### src/rtl/mem_bus_pkg.sv
// Shared constants and types for the cache-to-memory bus interface.
package mem_bus_pkg;

    localparam int LINE_WORDS       = 8;
    localparam int OFFSET_W         = 3;
    localparam int LINE_OFFSET_BITS = 5;

    typedef enum logic [1:0] {
        IDLE,
        WR,
        FILL,
        GAP
    } state_t;

    localparam logic OWN_I = 1'b0;
    localparam logic OWN_D = 1'b1;

    // Bit positions within the arbiter's one-hot grant vector.
    localparam int GNT_IC = 0;
    localparam int GNT_DR = 1;
    localparam int GNT_DW = 2;

endpackage

### src/rtl/mem_bus_arb.sv
// Fixed-priority arbiter: D$ write beats D$ line fill beats I$ line fill.
module mem_bus_arb
    import mem_bus_pkg::*;
(
    input  logic       ic_req,
    input  logic       dc_rd_req,
    input  logic       dc_wr_req,
    input  logic       en,
    output logic [2:0] grant
);

    always_comb begin
        grant = '0;
        if (en) begin
            if (dc_wr_req) begin
                grant[GNT_DW] = 1'b1;
            end else if (dc_rd_req) begin
                grant[GNT_DR] = 1'b1;
            end else if (ic_req) begin
                grant[GNT_IC] = 1'b1;
            end
        end
    end

endmodule

### src/rtl/mem_bus_if.sv
// Memory bus interface shared by I$ and D$: single-word write-through and
// burst line fills, with a two-cycle idle gap after every transaction.
module mem_bus_if
    import mem_bus_pkg::*;
#(
    parameter int LINE_WORDS = mem_bus_pkg::LINE_WORDS,
    parameter int ADDR_W     = 32
) (
    input  logic                CLK,
    input  logic                MRST_N,
    input  logic                ic_req,
    input  logic [ADDR_W-1:0]   ic_addr,
    output logic                ic_done,
    input  logic                dc_rd_req,
    input  logic                dc_wr_req,
    input  logic [ADDR_W-1:0]   dc_addr,
    input  logic [ADDR_W-1:0]   dc_wdata,
    output logic                dc_done,
    output logic                fill_valid,
    output logic                fill_owner,
    output logic [OFFSET_W-1:0] fill_idx,
    output logic [ADDR_W-1:0]   fill_word,
    output logic [ADDR_W-1:0]   Addr,
    output logic                Read,
    output logic                Write,
    output logic [ADDR_W-1:0]   BusOut,
    output logic                BusOE,
    input  logic [ADDR_W-1:0]   BusIn,
    input  logic                Valid
);

    localparam logic [ADDR_W-1:0] LINE_MASK =
        {{(ADDR_W-LINE_OFFSET_BITS){1'b1}}, {LINE_OFFSET_BITS{1'b0}}};

    state_t              state_q, state_d;
    logic [OFFSET_W-1:0] beat_q;
    logic                gap_q;
    logic                owner_q;
    logic [ADDR_W-1:0]   addr_q;
    logic [ADDR_W-1:0]   wdata_q;
    logic [2:0]          grant;
    logic                beat;
    logic                last_beat;

    mem_bus_arb u_arb (
        .ic_req    (ic_req),
        .dc_rd_req (dc_rd_req),
        .dc_wr_req (dc_wr_req),
        .en        (state_q == IDLE),
        .grant     (grant)
    );

    assign beat      = (state_q == FILL) && Valid;
    assign last_beat = beat && (beat_q == OFFSET_W'(LINE_WORDS - 1));

    always_comb begin
        state_d = state_q;
        Read    = 1'b0;
        Write   = 1'b0;
        BusOE   = 1'b0;
        Addr    = '0;
        BusOut  = '0;
        unique case (state_q)
            IDLE: begin
                if (grant[GNT_DW]) begin
                    state_d = WR;
                end else if (grant != '0) begin
                    state_d = FILL;
                end
            end
            WR: begin
                Write   = 1'b1;
                BusOE   = 1'b1;
                Addr    = addr_q;
                BusOut  = wdata_q;
                state_d = GAP;
            end
            FILL: begin
                Read = 1'b1;
                Addr = addr_q;
                if (last_beat) begin
                    state_d = GAP;
                end
            end
            GAP: begin
                if (gap_q) begin
                    state_d = IDLE;
                end
            end
            default: state_d = IDLE;
        endcase
    end

    always_ff @(posedge CLK) begin
        if (!MRST_N) begin
            state_q    <= IDLE;
            beat_q     <= '0;
            gap_q      <= 1'b0;
            owner_q    <= OWN_I;
            addr_q     <= '0;
            wdata_q    <= '0;
            fill_valid <= 1'b0;
            fill_owner <= OWN_I;
            fill_idx   <= '0;
            fill_word  <= '0;
            ic_done    <= 1'b0;
            dc_done    <= 1'b0;
        end else begin
            state_q    <= state_d;
            gap_q      <= (state_q == GAP) && !gap_q;
            fill_valid <= beat;
            // Done is registered so it lines up with the last fill word.
            ic_done    <= last_beat && (owner_q == OWN_I);
            dc_done    <= (last_beat && (owner_q == OWN_D)) || (state_q == WR);
            if (beat) begin
                beat_q     <= last_beat ? '0 : beat_q + 1'b1;
                fill_word  <= BusIn;
                fill_idx   <= beat_q;
                fill_owner <= owner_q;
            end
            if ((state_q == IDLE) && (grant != '0)) begin
                owner_q <= grant[GNT_IC] ? OWN_I : OWN_D;
                wdata_q <= dc_wdata;
                if (grant[GNT_DW]) begin
                    addr_q <= dc_addr;
                end else if (grant[GNT_DR]) begin
                    addr_q <= dc_addr & LINE_MASK;
                end else begin
                    addr_q <= ic_addr & LINE_MASK;
                end
            end
        end
    end

endmodule
### config.mk
export PLATFORM = sky130hd
export DESIGN_NAME = mem_bus_if
export DESIGN_NICKNAME = d
export VERILOG_FILES = /design/src/rtl/mem_bus_pkg.sv /design/src/rtl/mem_bus_arb.sv /design/src/rtl/mem_bus_if.sv
export SDC_FILE = /design/constraint.sdc
export NUM_CORES = 1
export LEC_CHECK = 0
export ABC_AREA = 1
export BUFFER_PORTS_ARGS = -buffer_cell sky130_fd_sc_hd__buf_2
export CAP_MARGIN = 30
export CORE_MARGIN = 2
export CORE_UTILIZATION = 28
export DETAILED_ROUTE_END_ITERATION = 16
export PLACE_DENSITY = 0.59
export SYNTH_ARGS = -nofsm -noshare
export SYNTH_HDL_FRONTEND = slang
export SYNTH_SLANG_ARGS = --single-unit
### constraint.sdc
create_clock -name CLK -period 2.7 [get_ports CLK]
set_input_delay 0 -clock CLK [delete_from_list [all_inputs] [get_ports CLK]]
set_output_delay 0 -clock CLK [all_outputs]
set_load 0.01 [all_outputs]
==> flow_metrics.py, run 1 <==
metrics = {
    "status": {
        "status": "finished clean",
    },
    "route": {
        "wire_per_inst_um": 11.8,
        "via_per_inst": 4.26,
        "antenna_left": 0,
        "drtIter0Drc": 186,
        "drc_errors": 0,
        "dr.pass1.iters": 4,
        "wl_um": 14700,
        "vias": 5294,
    },
    "critical_path": {
        "crit_path_max_fanout": 55,
        "reg2reg_slack_ns": 0.43,
        "crit_family": "buffers and inverters",
        "worstPathArrival_ns": 2.52,
        "slowest_delay_ns": 0.57,
        "required_ns": 2.95,
        "worstSetupPathType": "flip-flop to flip-flop",
        "worst_path_max_delay_cell": "dlygate4sd3_1",
        "path_cells": "inv_1 -> ha_1 -> o21ai_4 -> buf_4 -> nand2_1 -> o211ai_1 -> dlygate4sd3_1 -> nor2_1",
        "cp-end-kind": "flip-flop",
        "path_buf_inv": 3,
        "critPathLaunchType": "flip-flop",
    },
    "logic_synthesis": {
        "yosysWarnings": 0,
        "synth_area_per_cell_um2": 6.80,
        "synth_seq_cells": 110,
        "seq_area_frac_synth": 0.464,
        "post_synth_num_cell_types": 22,
        "synthesis.nets": 837,
        "synth_cells": 697,
        "syn-cell-area_um2": 4740,
    },
    "final_layout": {
        "diodes": 0,
        "nFillCells": 1699,
        "drive_gt1_frac": 0.256,
        "fin_nets": 1160,
        "final_cell_mix": "buf_2 (234), nand2_1 (179), nor2_1 (160)",
        "final_common_cell": "buf_2",
        "synthToLayoutAreaGrowth_pct": 57.9,
    },
    "timing": {
        "slew_headroom": 0.433,
        "setup-violations-final": 0,
        "fmax_ghz": 0.440,
        "rsz0062_at_grt": "no",
        "drv_slew": 0,
        "fin_crit_ns": 2.27,
        "fin_crit_sh": 0.841,
        "finalHoldViolations": 0,
        "fin_tns_setup_ns": 0,
        "clock_skew_ns": 0.00651,
        "worstMarginPinSlew_ns": 0.849,
    },
    "clocking": {
        "root_buffer": "clkbuf_16",
        "hold_buffers": 115,
        "clk_path_buf_depth": 2,
        "clk_latency_ns": 0.36,
        "clkTransAtPathRegs_ns": 0.08,
        "tritoncts": "built",
        "numCtsBuffers": 9,
        "ctsHtreeMaxLevel": 3,
        "cts_setup_buffers": 0,
        "post_cts_resized": 0,
        "cts_sinks": 110,
    },
    "global_route": {
        "grt_pass1_wl_um": 23700,
        "first_global_vias": 4985,
        "grt_use_total": 0.163,
        "antenna_found_initial": 0,
        "grt_overflow": 0,
        "grt_max_degree": 60,
    },
    "floorplan": {
        "start_util": 0.286,
        "dieArea_um2": 18000,
        "die_y_um": 134,
        "ioPinCount": 240,
        "core_um2": 16600,
        "rows": 47,
        "dieWidth_um": 134,
    },
    "place": {
        "globalplace.congestion": 0.728,
        "portBuffers": 234,
        "dp_hpwl_um": 9320,
    },
    "pwr": {
        "p_leak_nw": 4.03,
        "p_per_area_nw_per_um2": 807,
        "ir_drop_uv": 304,
        "total_power_w": 0.00604,
    },
    "job": {
        "drv_cap": 0,
    },
    "worst_hold_path": {
        "hp-class": "primary input to flip-flop",
    },
}
cells by family after synthesis:
kind of cell | Yosys count | share of synthesized area
AND/OR/NAND/NOR | 346 | 0.277
flip-flops | 110 | 0.464
AO/OA/AOI/OAI | 110 | 0.130
adder cells (fa/ha/maj) | 6 | 0.0158
buffers and inverters | 125 | 0.113
metal layers:
metal	wire length, µm	vias up	track usage
met5	0	-	0
met4	305	0	0.0649
met3	1020	18	0.0408
met2	6920	166	0.277
met1	6450	2333	0.197
li1	-	2777	-
synthesized netlist by cell type:
cell type | instances | share of area
nand2_1 | 179 | 0.14
nor2_1 | 160 | 0.13
dfxtp_1 | 110 | 0.46
inv_1 | 76 | 0.060
a21oi_1 | 44 | 0.046
o21ai_0 | 38 | 0.040
o211ai_1 | 26 | 0.041
clkbuf_1 | 22 | 0.017
buf_2 | 15 | 0.016
ha_1 | 6 | 0.016
buf_6 | 5 | 0.012
buf_4 | 3 | 0.0047
nand3_1 | 3 | 0.0032
inv_2 | 2 | 0.0016
a31oi_1 | 1 | 0.0013
and2_1 | 1 | 0.0013
buf_1 | 1 | 0.00079
clkinv_1 | 1 | 0.00079
nand2_2 | 1 | 0.0013
nor3_1 | 1 | 0.0011
nor4_1 | 1 | 0.0013
o21ai_1 | 1 | 0.0011
power breakdown:
part	total (W)	internal, W	switching, W	leakage [nW]
logic	0.00237	0.000925	0.00145	2.98
clock network	0.00139	0.000771	0.000621	0.148
registers	0.00228	0.00206	0.000217	0.906
registers in the layout, summed over array words and instances, names as in the netlist:
register,count
state_q,2
addr_q,32
ic_done,1
fill_idx,3
fill_word,32
dc_done,1
gap_q,1
fill_owner,1
beat_q,3
owner_q,1
wdata_q,32
fill_valid,1
area by class of cell:
class,count,area (µm²),share of cell area
Clock buffer,11,253,0.0338
Clock inverter,4,55.1,0.00735
Sequential cell,110,2200,0.294
Timing Repair Buffer,358,2390,0.319
Tap cell,220,275,0.0368
Inverter,79,297,0.0396
Multi-Input combinational cell,462,2010,0.269
path summary, 6_finish.rpt:
kind	startpoint	to	cells after the start
setup / recovery	state_q[0]$_SDFFE_PN0P_	addr_q[18]$_SDFFE_PN0P_	8
setup reg to reg	state_q[0]$_SDFFE_PN0P_	addr_q[18]$_SDFFE_PN0P_	8
hold / removal	ic_addr[21]	addr_q[21]$_SDFFE_PN0P_	5
hold reg to reg	gap_q$_SDFF_PN0_	gap_q$_SDFF_PN0_	1
through the flow:
| step | hold WS [ns] | instances | area (µm²) | util | worst slack (ns) |
|---|---|---|---|---|---|
| after floorplan | 0.147 | 697 | 4740 | - | 1.24 |
| after global placement | 0.253 | 1114 | 6030 | 0.363 | 0.851 |
| after detailed placement | 0.259 | 1114 | 6030 | 0.363 | 0.791 |
| after CTS | 0.00133 | 1244 | 7490 | 0.451 | 0.448 |
| after global routing | 0.0526 | 1244 | 7490 | 0.451 | 0.261 |
| final | 0.00718 | 1244 | 7490 | 0.451 | 0.429 |
worst register-to-register path: cells and delay by family, from the launching register on:
kind	cells	cell delay [ns]
flops	1	0.38
fa+ha+maj	1	0.29
buf+inv	3	1.10
simple gates	2	0.19
compound gates	2	0.21
Power figures use the tool's default switching activity.
==> run 2: changes to the inputs <==
--- a/config.mk
+++ b/config.mk
@@ -5,7 +5,7 @@
 export SDC_FILE = /design/constraint.sdc
 export NUM_CORES = 1
 export LEC_CHECK = 0
-export ABC_AREA = 1
+export ABC_AREA = 0
 export BUFFER_PORTS_ARGS = -buffer_cell sky130_fd_sc_hd__buf_2
 export CAP_MARGIN = 30
 export CORE_MARGIN = 2
==> constraint.sdc (replaced) <==
create_clock -name CLK -period 2.2 [get_ports CLK]
set_input_delay 0 -clock CLK [delete_from_list [all_inputs] [get_ports CLK]]
set_output_delay 0 -clock CLK [all_outputs]
set_load 0.01 [all_outputs]
==> flow_metrics.py, run 2 <==
metrics = {
    "status": {
        "status": "finished clean",
    },
    "clocking": {
        "post_cts_resized": 0,
        "cts_sinks": 110,
        "ctsHtreeMaxLevel": 3,
        "root_buffer": "clkbuf_16",
        "cts_setup_buffers": 0,
        "numCtsBuffers": 9,
        "tritoncts": "built",
        "clk_path_buf_depth": 2,
        "clkTransAtPathRegs_ns": 0.07,
        "hold_buffers": 124,
        "clk_latency_ns": 0.35,
    },
    "global_route": {
        "antenna_found_initial": 0,
        "grt_pass1_wl_um": 23800,
        "grt_max_degree": 40,
        "first_global_vias": 4904,
        "grt_use_total": 0.162,
        "grt_overflow": 0,
    },
    "logic_synthesis": {
        "seq_area_frac_synth": 0.464,
        "synth_seq_cells": 110,
        "synth_ff_type": "dfxtp_1",
        "synth_edf_count": 0,
        "synth_area_per_cell_um2": 8.09,
        "synth_common_cells": "nand2_1 (169), dfxtp_1 (110), and2_1 (66)",
        "async_flop_share": 0,
        "post_synth_num_cell_types": 34,
        "yosysTopAreaCell": "dfxtp_1",
        "synth_top_area_share": 0.464,
        "yosys-top-cells-area": "dfxtp_1 (46%), nand2_1 (13%), and2_1 (8.7%), a21oi_1 (6.7%), a311oi_1 (5.0%)",
        "synth_most_common_cell": "nand2_1",
        "syn-cell-area_um2": 4750,
        "synth_cells": 587,
        "synthesis.nets": 727,
        "yosysWarnings": 0,
    },
    "timing": {
        "fmax_ghz": 0.542,
        "fin_crit_ns": 1.85,
        "fin_tns_setup_ns": 0,
        "fin_crit_sh": 0.839,
        "setup-violations-final": 0,
        "whs_ns": 0.0334,
        "slew_headroom": 0.610,
        "finalHoldViolations": 0,
        "drv_slew": 0,
        "clock_skew_ns": 0.00763,
        "worstMarginPinSlew_ns": 0.582,
        "fin_ws_ns": 0.355,
        "rsz0062_at_grt": "no",
    },
    "final_layout": {
        "final_cell_mix": "buf_2 (234), nand2_1 (169), dlygate4sd3_1 (124)",
        "drive_gt1_frac": 0.297,
        "diodes": 0,
        "synthToLayoutAreaGrowth_pct": 59.4,
        "top_regs": "addr_q (32), fill_word (32), wdata_q (32)",
        "multiInputGateArea_um2": 2230,
        "stdcell_count": 1147,
        "final_common_cell": "buf_2",
        "seq_area_um2": 2200,
        "fin_nets": 1062,
        "nFillCells": 1619,
    },
    "route": {
        "via_per_inst": 4.53,
        "antenna_left": 0,
        "dr.pass1.iters": 4,
        "drtIter0Drc": 206,
        "wl_um": 15100,
        "vias": 5196,
        "wire_per_inst_um": 13.2,
        "drc_errors": 0,
    },
    "pwr": {
        "p_per_area_nw_per_um2": 915,
        "ir_drop_uv": 478,
        "p_leak_nw": 3.48,
        "total_power_w": 0.00692,
    },
    "floorplan": {
        "die_y_um": 134,
        "dieArea_um2": 18000,
        "start_util": 0.286,
        "ioPinCount": 240,
        "dieWidth_um": 134,
        "core_um2": 16600,
        "rows": 47,
    },
    "job": {
        "drv_cap": 0,
    },
    "place": {
        "dp_hpwl_um": 9410,
        "globalplace.congestion": 0.727,
        "placed_cells": 1007,
        "pre_cts_ws_ns": 0.412,
        "portBuffers": 234,
    },
    "critical_path": {
        "worstPathArrival_ns": 2.10,
        "worstSetupPathType": "flip-flop to flip-flop",
        "critPathLaunchType": "flip-flop",
        "reg2reg_from": "state_q[0]$_SDFFE_PN0P_",
        "required_ns": 2.45,
        "crit_start": "state_q[0]$_SDFFE_PN0P_",
        "cp-end-kind": "flip-flop",
        "crit_path_max_fanout": 36,
    },
    "worst_hold_path": {
        "worstHoldStart": "ic_req",
        "hp-class": "primary input to flip-flop",
    },
}
## run 2: cell count changes in the layout (fill, tap and decap cells not counted), moves of 10 or more
cell      before  now
nand3_1        3   27
a311oi_1       0   27
a21oi_1       44   64
inv_1         76    2
o211ai_1      26    0
o21ai_0       38    1
nor2_1       160   36
and2_1         1   66
nand2_1      179  169
## run 2: worst max-delay path, stage by stage (launching register included)
cell and delay (ns):
dfxtp_1 0.39, inv_1 0.09, ha_1 0.36, o21ai_4 0.29, buf_12 0.26, nor2_1 0.07, a311oi_1 0.27
## run 2: cell type report
class	count	share of cell area
Clock inverter	3	0.00595
Multi-Input combinational cell	426	0.294
Timing Repair Buffer	372	0.339
Sequential cell	110	0.291
Clock buffer	13	0.0317
Inverter	3	0.00165
Tap cell	220	0.0364
## run 2: layer usage
layer | up-vias | GRT usage | routed length [µm]
li1 | 2608 | - | -
met1 | 2373 | 0.196 | 6430
met2 | 192 | 0.276 | 7340
met3 | 23 | 0.0393 | 1060
met4 | 0 | 0.0684 | 323
met5 | - | 0 | 0
## run 2: through the flow
stage,area [µm²],utilization
floorplan,4750,-
global placement,6040,0.364
detailed placement,6040,0.364
CTS,7570,0.456
global route,7570,0.456
finish,7570,0.456
## run 2: final timing paths
path | slack [ns] | cells after the start | end
max reg2reg | 0.35 | 6 | addr_q[28]$_SDFFE_PN0P_
max | 0.35 | 6 | addr_q[28]$_SDFFE_PN0P_
min | 0.03 | 3 | addr_q[5]$_SDFFE_PN0P_
min reg2reg | 0.45 | 2 | wdata_q[24]$_SDFFE_PN0P_
## run 2: kinds of logic (layout without fill, tap and decap cells)
| family | Yosys count | after routing | share of synthesized area |
|---|---|---|---|
| flops | 110 | 110 | 0.464 |
| simple gates | 307 | 307 | 0.291 |
| buf+inv | 51 | 391 | 0.0672 |
| compound gates | 111 | 111 | 0.158 |
| mux | 2 | 2 | 0.00422 |
| fa+ha+maj | 6 | 6 | 0.0158 |
## run 2: power breakdown
part | switching (W) | internal [W] | total, W
logic | 0.00164 | 0.00111 | 0.00275
clock network | 0.000716 | 0.000886 | 0.00160
registers | 0.000184 | 0.00238 | 0.00257
total | 0.00254 | 0.00438 | 0.00692
==> run 3: changes to the inputs <==
==> constraint.sdc (replaced) <==
create_clock -name CLK -period 1.9 [get_ports CLK]
set_input_delay 0 -clock CLK [delete_from_list [all_inputs] [get_ports CLK]]
set_output_delay 0 -clock CLK [all_outputs]
set_load 0.01 [all_outputs]
==> flow_metrics.py, run 3 (synthesis results as in run 2) <==
metrics = {
    "status": {
        "status": "finished clean",
    },
    "critical_path": {
        "crit_path_max_fanout": 32,
        "cp-endpoint": "Addr[22]",
        "worstPathArrival_ns": 1.76,
        "crit_start": "state_q[0]$_SDFFE_PN0P_",
        "timing.rr.end": "addr_q[20]$_SDFFE_PN0P_",
        "required_ns": 1.90,
        "reg2reg_from": "state_q[0]$_SDFFE_PN0P_",
        "r2r_cells": 7,
        "reg2reg_slack_ns": 0.23,
        "cp-end-kind": "primary output",
        "critPathLaunchType": "flip-flop",
        "worstSetupPathType": "flip-flop to primary output",
    },
    "global_route": {
        "first_global_vias": 5251,
        "use_met1": 0.199,
        "met3_usage": 0.0351,
        "gr-max-usage-layer": "met2",
        "grt_max_degree": 47,
        "grt_pass1_wl_um": 24800,
        "antenna_found_initial": 0,
        "grt_overflow": 0,
        "grt_use_met2": 0.294,
        "grt_use_total": 0.169,
    },
    "timing": {
        "fin_tns_setup_ns": 0,
        "slew_headroom": 0.688,
        "finalHoldViolations": 0,
        "drv_slew": 0,
        "setup-violations-final": 0,
        "worstMarginPinSlew_ns": 0.468,
        "fin_crit_sh": 0.924,
        "rsz0062_at_grt": "no",
        "fmax_ghz": 0.569,
        "clock_skew_ns": 0.00643,
        "fin_crit_ns": 1.76,
    },
    "clocking": {
        "clkTransAtPathRegs_ns": 0.07,
        "ctsHtreeMaxLevel": 3,
        "cts_setup_buffers": 0,
        "root_buffer": "clkbuf_16",
        "clk_path_buf_depth": 2,
        "numCtsBuffers": 9,
        "clk_latency_ns": 0.35,
        "cts_sinks": 110,
        "tritoncts": "built",
    },
    "place": {
        "dp_hpwl_um": 9510,
        "portBuffers": 234,
        "globalplace.congestion": 0.704,
    },
    "route": {
        "wl_um": 15500,
        "via_per_inst": 4.58,
        "dr.pass1.iters": 4,
        "drtIter0Drc": 180,
        "drc_errors": 0,
        "wire_per_inst_um": 13.5,
        "vias": 5260,
        "antenna_left": 0,
    },
    "pwr": {
        "clkPwrFrac": 0.226,
        "p_leak_nw": 3.51,
        "p_int_w": 0.00508,
        "switching_power_w": 0.00299,
        "seqPwrFrac": 0.368,
        "p_per_area_nw_per_um2": 1060,
        "p_comb_frac": 0.405,
        "swShare": 0.370,
        "total_power_w": 0.00806,
        "ir_drop_uv": 603,
    },
    "worst_hold_path": {
        "holdPathStages": 3,
        "hp-class": "primary input to flip-flop",
    },
    "final_layout": {
        "nFillCells": 1636,
        "top_regs": "addr_q (32), fill_word (32), wdata_q (32)",
        "final_cell_mix": "buf_2 (234), nand2_1 (169), dlygate4sd3_1 (125)",
        "final_common_cell": "buf_2",
        "fin_nets": 1064,
        "synthToLayoutAreaGrowth_pct": 60.4,
        "drive_gt1_frac": 0.302,
        "diodes": 0,
    },
    "floorplan": {
        "start_util": 0.286,
        "core_um2": 16600,
        "die_y_um": 134,
        "rows": 47,
        "dieWidth_um": 134,
        "dieArea_um2": 18000,
        "ioPinCount": 240,
    },
    "job": {
        "drv_cap": 0,
    },
}
==> run 3: power groups by stage <==
| stage | clock (W) | sequential [W] | combinational, W |
|---|---|---|---|
| 6_report | 0.00182 | 0.00297 | 0.00327 |
| 5_1_grt | 0.00198 | 0.00303 | 0.00364 |
| 4_1_cts | 0.00191 | 0.00297 | 0.00329 |
| 3_5_place_dp | 0 | 0.00302 | 0.00309 |
| 3_3_place_gp | 0 | 0.00301 | 0.00307 |
| 2_1_floorplan | 0 | 0.00301 | 0.00211 |
==> run 3: how the worst min path moves through the flow <==
stage	slack (ns)	startpoint	endpoint
CTS	0.02	ic_req	addr_q[6]$_SDFFE_PN0P_
finish	0.04	ic_req	addr_q[6]$_SDFFE_PN0P_
detailed placement	0.25	BusIn[21]	fill_word[21]$_SDFFE_PN0P_
global route	0.04	ic_req	addr_q[5]$_SDFFE_PN0P_
global placement	0.24	dc_addr[3]	addr_q[3]$_SDFFE_PN0P_
floorplan	0.12	MRST_N	gap_q$_SDFF_PN0_
==> run 3: layer usage <==
metal	vias to the layer above	share of wire
li1	2615	-
met5	-	0
met2	202	0.48
met3	33	0.065
met1	2410	0.42
met4	0	0.028
==> run 3: critical path, stage by stage, from the launching register on <==
cell and delay (ns):
dfxtp_1 0.39, inv_1 0.08, ha_2 0.32, buf_4 0.28
and2_1 0.19, buf_2 0.14
==> run 3: timing repair <==
action                                 CTS  global route
setup endpoints to repair                0             2
hold buffers                           125             0
resized for setup                        0             1
endpoints found under the hold margin  100             0
==> run 3: layout make-up <==
class                   instances  area [µm²]  share of cell area
multi-input cells             426        2230               0.293
clock buffers                  11         253              0.0332
inverters                       3        12.5             0.00164
flip-flops and latches        110        2200               0.289
well taps                     220         275              0.0361
clock inverters                 5        32.5             0.00427
repair buffers                374        2610               0.343
==> run 3: per-stage QoR <==
stage          setup slack, ns  hold WS [ns]  cell area [µm²]   util  cells
2_1_floorplan            0.378         0.122             4750      -    587
3_3_place_gp             0.187         0.241             6080  0.366   1008
3_5_place_dp             0.136         0.248             6080  0.366   1008
4_1_cts                  0.127        0.0196             7610  0.459   1149
5_1_grt                0.00889        0.0418             7610  0.459   1149
6_report                 0.144        0.0369             7610  0.459   1149
